$ cat config.mk
export PLATFORM = sky130hd
export DESIGN_NAME = jogo_sequencias
export DESIGN_NICKNAME = d
export VERILOG_FILES = /design/src/rtl/jogo_sequencias.sv
export SDC_FILE = /design/constraint.sdc
export NUM_CORES = 1
export LEC_CHECK = 0
export CORE_MARGIN = 3
export CORE_UTILIZATION = 55
export CTS_BUF_LIST = sky130_fd_sc_hd__clkbuf_4 sky130_fd_sc_hd__clkbuf_8
export CTS_CLUSTER_SIZE = 12
export DETAILED_ROUTE_END_ITERATION = 7
export PLACE_DENSITY = 0.91
export SETUP_SLACK_MARGIN = 0.1
export SYNTH_ARGS = -nofsm -noshare
export SYNTH_HDL_FRONTEND = slang
export SYNTH_SLANG_ARGS = --single-unit
$ cat constraint.sdc
create_clock -name clock -period 3.2 [get_ports clock]
set_clock_uncertainty 0.2 [all_clocks]
set_input_delay 0.32 -clock clock [delete_from_list [all_inputs] [get_ports clock]]
set_output_delay 0.32 -clock clock [all_outputs]
set_load 0.01 [all_outputs]
$ cat src/rtl/jogo_sequencias.sv
// jogo_sequencias: progressive sequence-memory ("Genius") game.
// A control FSM plus a datapath. In round r the player repeats ROM entries 0..r
// on the four buttons. The game ends in one of three ways: a win after the last
// round, a loss on a wrong button, or a timeout after too long without a press.
// Ports:
//   clock, reset (async, active-low)  - clock and reset
//   jogar                             - start request (level), seen only when idle or finished
//   botoes[3:0]                       - one-hot player buttons
//   modo                              - 1 = demo game, 0 = normal game; latched at start
//   ganhou / perdeu / timeout / pronto - held end-of-game flags
//   leds[3:0]                         - button echo while a press is held in espera
//   db_*                              - debug: comparator, 7-seg views, latched mode
//
// state         | code | meaning
// inicial       |  0   | idle after reset, waiting for jogar
// preparacao    |  1   | latch mode, clear round limit
// inicia_rodada |  2   | rewind address and timer for a new round
// espera        |  3   | wait for a press, count inactivity
// compara       |  4   | check captured press against ROM
// proximo       |  5   | advance to next entry of this round
// fim_rodada    |  6   | round complete: win or grow the sequence
// fim_acertou   |  A   | game won
// fim_errou     |  E   | wrong button
// fim_timeout   |  F   | inactivity timeout
module jogo_sequencias #(
    parameter int TIMEOUT_CICLOS = 5000,
    parameter int RODADAS_DEMO   = 4,
    parameter int RODADAS_NORMAL = 16
) (
    input  logic       clock,
    input  logic       reset,
    input  logic       jogar,
    input  logic [3:0] botoes,
    input  logic       modo,
    output logic       ganhou,
    output logic       perdeu,
    output logic       pronto,
    output logic [3:0] leds,
    output logic       timeout,
    output logic       db_igual,
    output logic [6:0] db_contagem,
    output logic [6:0] db_memoria,
    output logic [6:0] db_estado,
    output logic [6:0] db_limite_view,
    output logic       db_enderecoIgualLimite,
    output logic       db_timeout,
    output logic       db_modo
);

    localparam int TW = $clog2(TIMEOUT_CICLOS);
    localparam logic [TW-1:0] TIMER_FIM  = TW'(TIMEOUT_CICLOS - 1);
    localparam logic [3:0]    ULT_DEMO   = 4'(RODADAS_DEMO - 1);
    localparam logic [3:0]    ULT_NORMAL = 4'(RODADAS_NORMAL - 1);

    typedef enum logic [3:0] {
        INICIAL       = 4'h0,
        PREPARACAO    = 4'h1,
        INICIA_RODADA = 4'h2,
        ESPERA        = 4'h3,
        COMPARA       = 4'h4,
        PROXIMO       = 4'h5,
        FIM_RODADA    = 4'h6,
        FIM_ACERTOU   = 4'hA,
        FIM_ERROU     = 4'hE,
        FIM_TIMEOUT   = 4'hF
    } estado_t;

    estado_t       estado, prox;
    logic [3:0]    endereco, limite, jogada_reg;
    logic [TW-1:0] timer;
    logic          modo_reg, botoes_ant, jogada;
    logic          carrega_modo, zera_lim, inc_lim, zera_end, inc_end;
    logic          zera_timer, inc_timer, carrega_jog;
    logic          acertou_jogada, fim_seq, ult_rodada, ativo;

    function automatic logic [3:0] rom(input logic [1:0] a);
        rom = 4'b0001 << a;
    endfunction

    function automatic logic [6:0] hex7seg(input logic [3:0] v);
        case (v)
            4'h0: hex7seg = 7'b1000000;
            4'h1: hex7seg = 7'b1111001;
            4'h2: hex7seg = 7'b0100100;
            4'h3: hex7seg = 7'b0110000;
            4'h4: hex7seg = 7'b0011001;
            4'h5: hex7seg = 7'b0010010;
            4'h6: hex7seg = 7'b0000010;
            4'h7: hex7seg = 7'b1111000;
            4'h8: hex7seg = 7'b0000000;
            4'h9: hex7seg = 7'b0010000;
            4'hA: hex7seg = 7'b0001000;
            4'hB: hex7seg = 7'b0000011;
            4'hC: hex7seg = 7'b1000110;
            4'hD: hex7seg = 7'b0100001;
            4'hE: hex7seg = 7'b0000110;
            default: hex7seg = 7'b0001110;
        endcase
    endfunction

    // Any-button rising edge: a held button produces a single press.
    assign jogada         = (|botoes) & ~botoes_ant;
    assign acertou_jogada = (jogada_reg == rom(endereco[1:0]));
    assign fim_seq        = (endereco == limite);
    assign ult_rodada     = (limite == (modo_reg ? ULT_DEMO : ULT_NORMAL));

    always_ff @(posedge clock or negedge reset) begin
        if (!reset) estado <= INICIAL;
        else        estado <= prox;
    end

    always_comb begin
        prox         = estado;
        carrega_modo = 1'b0;
        zera_lim     = 1'b0;
        inc_lim      = 1'b0;
        zera_end     = 1'b0;
        inc_end      = 1'b0;
        zera_timer   = 1'b0;
        inc_timer    = 1'b0;
        carrega_jog  = 1'b0;
        case (estado)
            INICIAL: if (jogar) prox = PREPARACAO;
            PREPARACAO: begin
                carrega_modo = 1'b1;
                zera_lim     = 1'b1;
                prox         = INICIA_RODADA;
            end
            INICIA_RODADA: begin
                zera_end   = 1'b1;
                zera_timer = 1'b1;
                prox       = ESPERA;
            end
            ESPERA: begin
                inc_timer = 1'b1;
                if (jogada) begin
                    carrega_jog = 1'b1;
                    prox        = COMPARA;
                end else if (timer == TIMER_FIM) begin
                    prox = FIM_TIMEOUT;
                end
            end
            COMPARA: begin
                if (!acertou_jogada) prox = FIM_ERROU;
                else if (fim_seq)    prox = FIM_RODADA;
                else                 prox = PROXIMO;
            end
            PROXIMO: begin
                inc_end    = 1'b1;
                zera_timer = 1'b1;
                prox       = ESPERA;
            end
            FIM_RODADA: begin
                if (ult_rodada) begin
                    prox = FIM_ACERTOU;
                end else begin
                    inc_lim = 1'b1;
                    prox    = INICIA_RODADA;
                end
            end
            FIM_ACERTOU, FIM_ERROU, FIM_TIMEOUT: if (jogar) prox = PREPARACAO;
            default: prox = INICIAL;
        endcase
    end

    always_ff @(posedge clock or negedge reset) begin
        if (!reset) begin
            endereco   <= '0;
            limite     <= '0;
            timer      <= '0;
            modo_reg   <= 1'b0;
            botoes_ant <= 1'b0;
            jogada_reg <= '0;
        end else begin
            botoes_ant <= |botoes;
            if (carrega_modo) modo_reg <= modo;
            if (zera_lim)     limite <= '0;
            else if (inc_lim) limite <= limite + 4'd1;
            if (zera_end)     endereco <= '0;
            else if (inc_end) endereco <= endereco + 4'd1;
            if (zera_timer)     timer <= '0;
            else if (inc_timer) timer <= timer + 1'b1;
            if (carrega_jog) jogada_reg <= botoes;
        end
    end

    // Flags are decoded from the end states, so they hold until preparacao or reset.
    assign ganhou  = (estado == FIM_ACERTOU);
    assign perdeu  = (estado == FIM_ERROU);
    assign timeout = (estado == FIM_TIMEOUT);
    assign pronto  = ganhou | perdeu | timeout;
    assign leds    = (estado == ESPERA) ? botoes : 4'b0000;

    // Comparators are masked while idle so that every 1-bit output reads 0 out of reset
    // (endereco == limite is trivially true when both are cleared).
    assign ativo                  = (estado != INICIAL);
    assign db_igual               = ativo & (botoes == rom(endereco[1:0]));
    assign db_enderecoIgualLimite = ativo & fim_seq;
    assign db_timeout             = timeout;
    assign db_modo                = modo_reg;
    assign db_contagem            = hex7seg(endereco);
    assign db_memoria             = hex7seg(rom(endereco[1:0]));
    assign db_estado              = hex7seg(estado);
    assign db_limite_view         = hex7seg(limite);

endmodule

==> metrics list, run 1 <==
- For this run, the register share of the synthesized area comes to 29.7%.
* Largest net degree at the start of global routing: 32
* Antenna cells: 0
* Slowest Stage Delay on Critical Path: 0.55 ns
- Final slew viol count: 0
* Category of cells accounting for the largest share of critical-path delay: buffers and inverters
* Global-route wire length before repair: 10800 µm
- Endpoint kind of the worst setup timing path: output pin
- Number of top-level pins: 48
- The clock network burns approximately 12% of the power.
* Area growth syn-to-layout: 23.0%
* CP Max Fanout: 9
- Status: finished, final reports clean
- The worst register-to-register path begins at estado[1].
* RSZ-0062 raised after global routing: true
* Clock latency at the later pin of the worst-skew pair: 0.29 ns
- The floorplan step set the die width to 74.9 µm.
* Maximum ir drop on the vdd rail: 0.000650 V
- Of the cells placed in the final design, the portion with a size suffix greater than 1 is 8.68%.
- Total power after layout: 2.66 mW
- After synthesis the cells add up to 2610 µm².
- Minimum period implied by the final worst setup slack: around 3.0 ns
- After routing, the total negative slack on setup checks comes to 0 ns.
- Measured in cells, the most critical reg-to-reg path has a length of 5.
* Most frequent cells in the layout: sky130_fd_sc_hd__clkdlybuf4s50_1 (47), sky130_fd_sc_hd__o21ai_0 (30), sky130_fd_sc_hd__dfrtp_1 (30), sky130_fd_sc_hd__nor2_1 (25), sky130_fd_sc_hd__nand2_1 (24)
* Kind of start point of the critical path: flip-flop
- Placement Rows: 24
* Share of the synthesized area in the top cell type: 29.7%
- Worst-path cell chain: inv_1 > ha_4 > inv_1 > ha_1 > or3_1 > o21ai_0 > clkdlybuf4s50_1
- For this run the aggregate overflow at the end of global routing stands at 0.
* Leading cell type in the layout, fill and taps excluded: sky130_fd_sc_hd__clkdlybuf4s50_1
- Power share of the sequential group: 23.3%
- After detailed routing, the number of vias per cell comes to 5.95.
- Hold/Removal Path Class: primary input to async pin
- Residual DRC count: 0
- The initial antenna violation count is 0.
- The analysis attributes to net switching a power of 1.15 mW.
- In this run the tightest slew margin relative to its limit is 44.7%.
- The final number of hold-violating endpoints came to 0.
- Post-synthesis register bit count: 31
- R2r setup slk: 0.69 ns
- Internal power summed over all cells: 1.51 mW
- Before CTS, the worst setup slack after placement is ~0.34 ns.
* Die Height: 74.9 µm
* Combined global-route utilization of all metal layers: 25.0%
* Router iterations before antenna repair: 4
* Leakage power of the design: 1.37 nW
* Worst path slowest cell: sky130_fd_sc_hd__clkdlybuf4s50_1
- Detailed routing inserted a total of about 2400 vias.
- In the final layout, the multi-input gates occupy around 1700 µm².
- Tracing the worst setup path back leads to its startpoint at endereco[1].
* Last weighted congestion value of the routability-driven placer: 0.859
- Core footprint: about 4500 µm²
- The layout has 330 filler cells.
* Worst-case clock buffer depth: 2
- Final Cycle Share: between 90% and 100%
- Number of clock buffers inserted by TritonCTS: 5
* Number of setup violations in the final report: 0
- Area of the die: 5620 µm²
* Initial cell density of the core: 58.4%
- In this run the tool buffered the top-level ports with 47 buffer cells.
- In this run the remaining antenna-violating nets after routing total 0.
- Static timing analysis puts the maximum clock frequency at 332 MHz.
- Terminus of the critical flop-to-flop path: timer[11]
* Share of total power consumed by net switching: 43.2%
- The biggest area contributor in the post-synthesis netlist is sky130_fd_sc_hd__dfrtp_1.
- STA puts the critical path data arrival time at roughly 2.5 ns.
* Level count of the clock H-tree: 2
* Number of global-route vias before repair: 2356
- Clock Root Buffer: sky130_fd_sc_hd__clkbuf_8
* Number of buffer and inverter instances along the worst setup path: 3
- The count of cells in the finished layout, fillers not included, comes to 409.
* Synth Flop Type: sky130_fd_sc_hd__dfrtp_1
- By startpoint and endpoint, the worst setup path is classified as flip-flop to output pin.
* Worst path required time: 2.68 ns
- Clock-pin slew was measured on the worst setup and hold paths at 0.07 ns.
- Number of placed instances with taps included: between 400 and 500
- CTS saw 31 sinks.
- Synthesis produced approximately 320 cells.
* Mean instance size in the synthesized netlist: 8.27 µm²
- During synthesis, Yosys emitted a total of 0 warnings.
- The share of total power dissipated in combinational logic is 65.2%.
- The most numerous cell type found on the critical path is sky130_fd_sc_hd__inv_1.
- Average wire length per cell after detail routing: 15.8 µm
* Initial DRC count: just under 200
* Number of buffers inserted to repair setup after CTS: 0
* Total half-perimeter wirelength after legalization and detailed placement: roughly 4800 µm
- Most flop-heavy register: timer
- Sequential cell area: 777 µm²
- Wires add up to around 6500 µm.
* Dominant cells by area after synthesis: sky130_fd_sc_hd__dfrtp_1 (30%), sky130_fd_sc_hd__ha_1 (10%), sky130_fd_sc_hd__o21ai_0 (5.7%)
- Across all setup checks in the final design, the least slack found is approximately 0.19 ns.
- The number of nets in the synthesized netlist is 345.
* Hold Buf Count CTS: 0
- Across the run, the number of max-cap violations was 0.
- The critical path crosses 7 cells after its start point.
- Yosys mapped a number of flops with a built-in enable equal to 0.
* CTS tree: yes
- In the synthesized netlist the async set-or-reset flop fraction comes to 100%.
* Power per Cell Area: just over 800 nW/µm²
- Final net count: 385
- The register with the most flip-flops in the layout has 13 of them.
* Actual slew at the worst max-slew pin: 0.826 ns
- The number of different library cells used by synthesis comes to 50.
-- through the flow --
step	hold WS, ns	area, µm²	utilization, %
6_report	0.218	3210	71.8
5_1_grt	0.249	3210	71.8
4_1_cts	0.222	3200	71.6
3_5_place_dp	0.324	3110	69.5
3_3_place_gp	0.316	3110	69.5
2_1_floorplan	-0.176	2610	-
-- power groups by stage --
stage	logic, mW	clock network (mW)	registers, mW
floorplan	1.05	0	0.566
CTS	1.72	0.314	0.614
global route	1.90	0.332	0.638
detailed placement	1.71	0	0.621
finish	1.74	0.308	0.620
global placement	1.65	0	0.610
-- metal layers --
| metal | track usage (%) | vias to the layer above | share of wire, % |
|---|---|---|---|
| met4 | 10.7 | 0 | 3.1 |
| li1 | - | 1187 | - |
| met5 | 0 | - | 0 |
| met1 | 30.1 | 1158 | 41 |
| met3 | 4.14 | 20 | 3.9 |
| met2 | 44.0 | 70 | 52 |
-- area by class of cell --
cell class,instances,share of cell area (%)
multi-input combinational,247,52.8
sequential,31,24.2
timing repair buffer,54,16.3
clock buffer,6,2.37
tap,52,2.02
inverter,17,1.99
clock inverter,2,0.389
-- kinds of logic (layout without fill, tap and decap cells) --
group / after synthesis / in the layout / share of synthesized area, %
AOI/OAI and AO/OA: 69 / 69 / 16.3
xor gates and xnor gates: 24 / 24 / 8.04
adders and majority gates: 21 / 21 / 10.1
buffers and inverters: 38 / 79 / 5.89
DFF: 31 / 31 / 29.7
muxes: 12 / 12 / 5.36
and+or+nand+nor: 121 / 121 / 24.7
-- how the worst max path moves through the flow --
stage	to	slack [ns]
6_report	db_memoria[5]	0.19
3_3_place_gp	db_memoria[5]	0.42
4_1_cts	db_memoria[5]	0.12
2_1_floorplan	db_memoria[5]	0.70
5_1_grt	db_memoria[5]	0.05
3_5_place_dp	db_memoria[5]	0.34
-- what timing repair did --
item | CTS | global route
resized for setup | 1 | 2
gates cloned | 0 | 0
setup endpoints to repair | 1 | 2
-- synth_stat cells (all sizes together), types with 3 or more instances --
library cell / count
dfrtp: 31
o21ai: 30
nor2: 25
nand2: 24
ha: 21
clkbuf: 18
inv: 16
xnor2: 14
a21oi: 11
nand3: 10
xor2: 10
and2: 9
nand4: 8
nor3: 8
nor4: 7
mux2: 6
mux2i: 5
nor2b: 5
o21a: 5
or3: 5
a22o: 4
nand2b: 4
o22ai: 4
a211oi: 3
buf: 3
or2: 3
Note: power is estimated with default switching activity, not from simulation.
==> run 2, diff against run 1 <==
- SLEW_MARGIN: not set -> 20
==> results of run 2 <==
Final layout, timing and power as in run 1 (identical DEF).
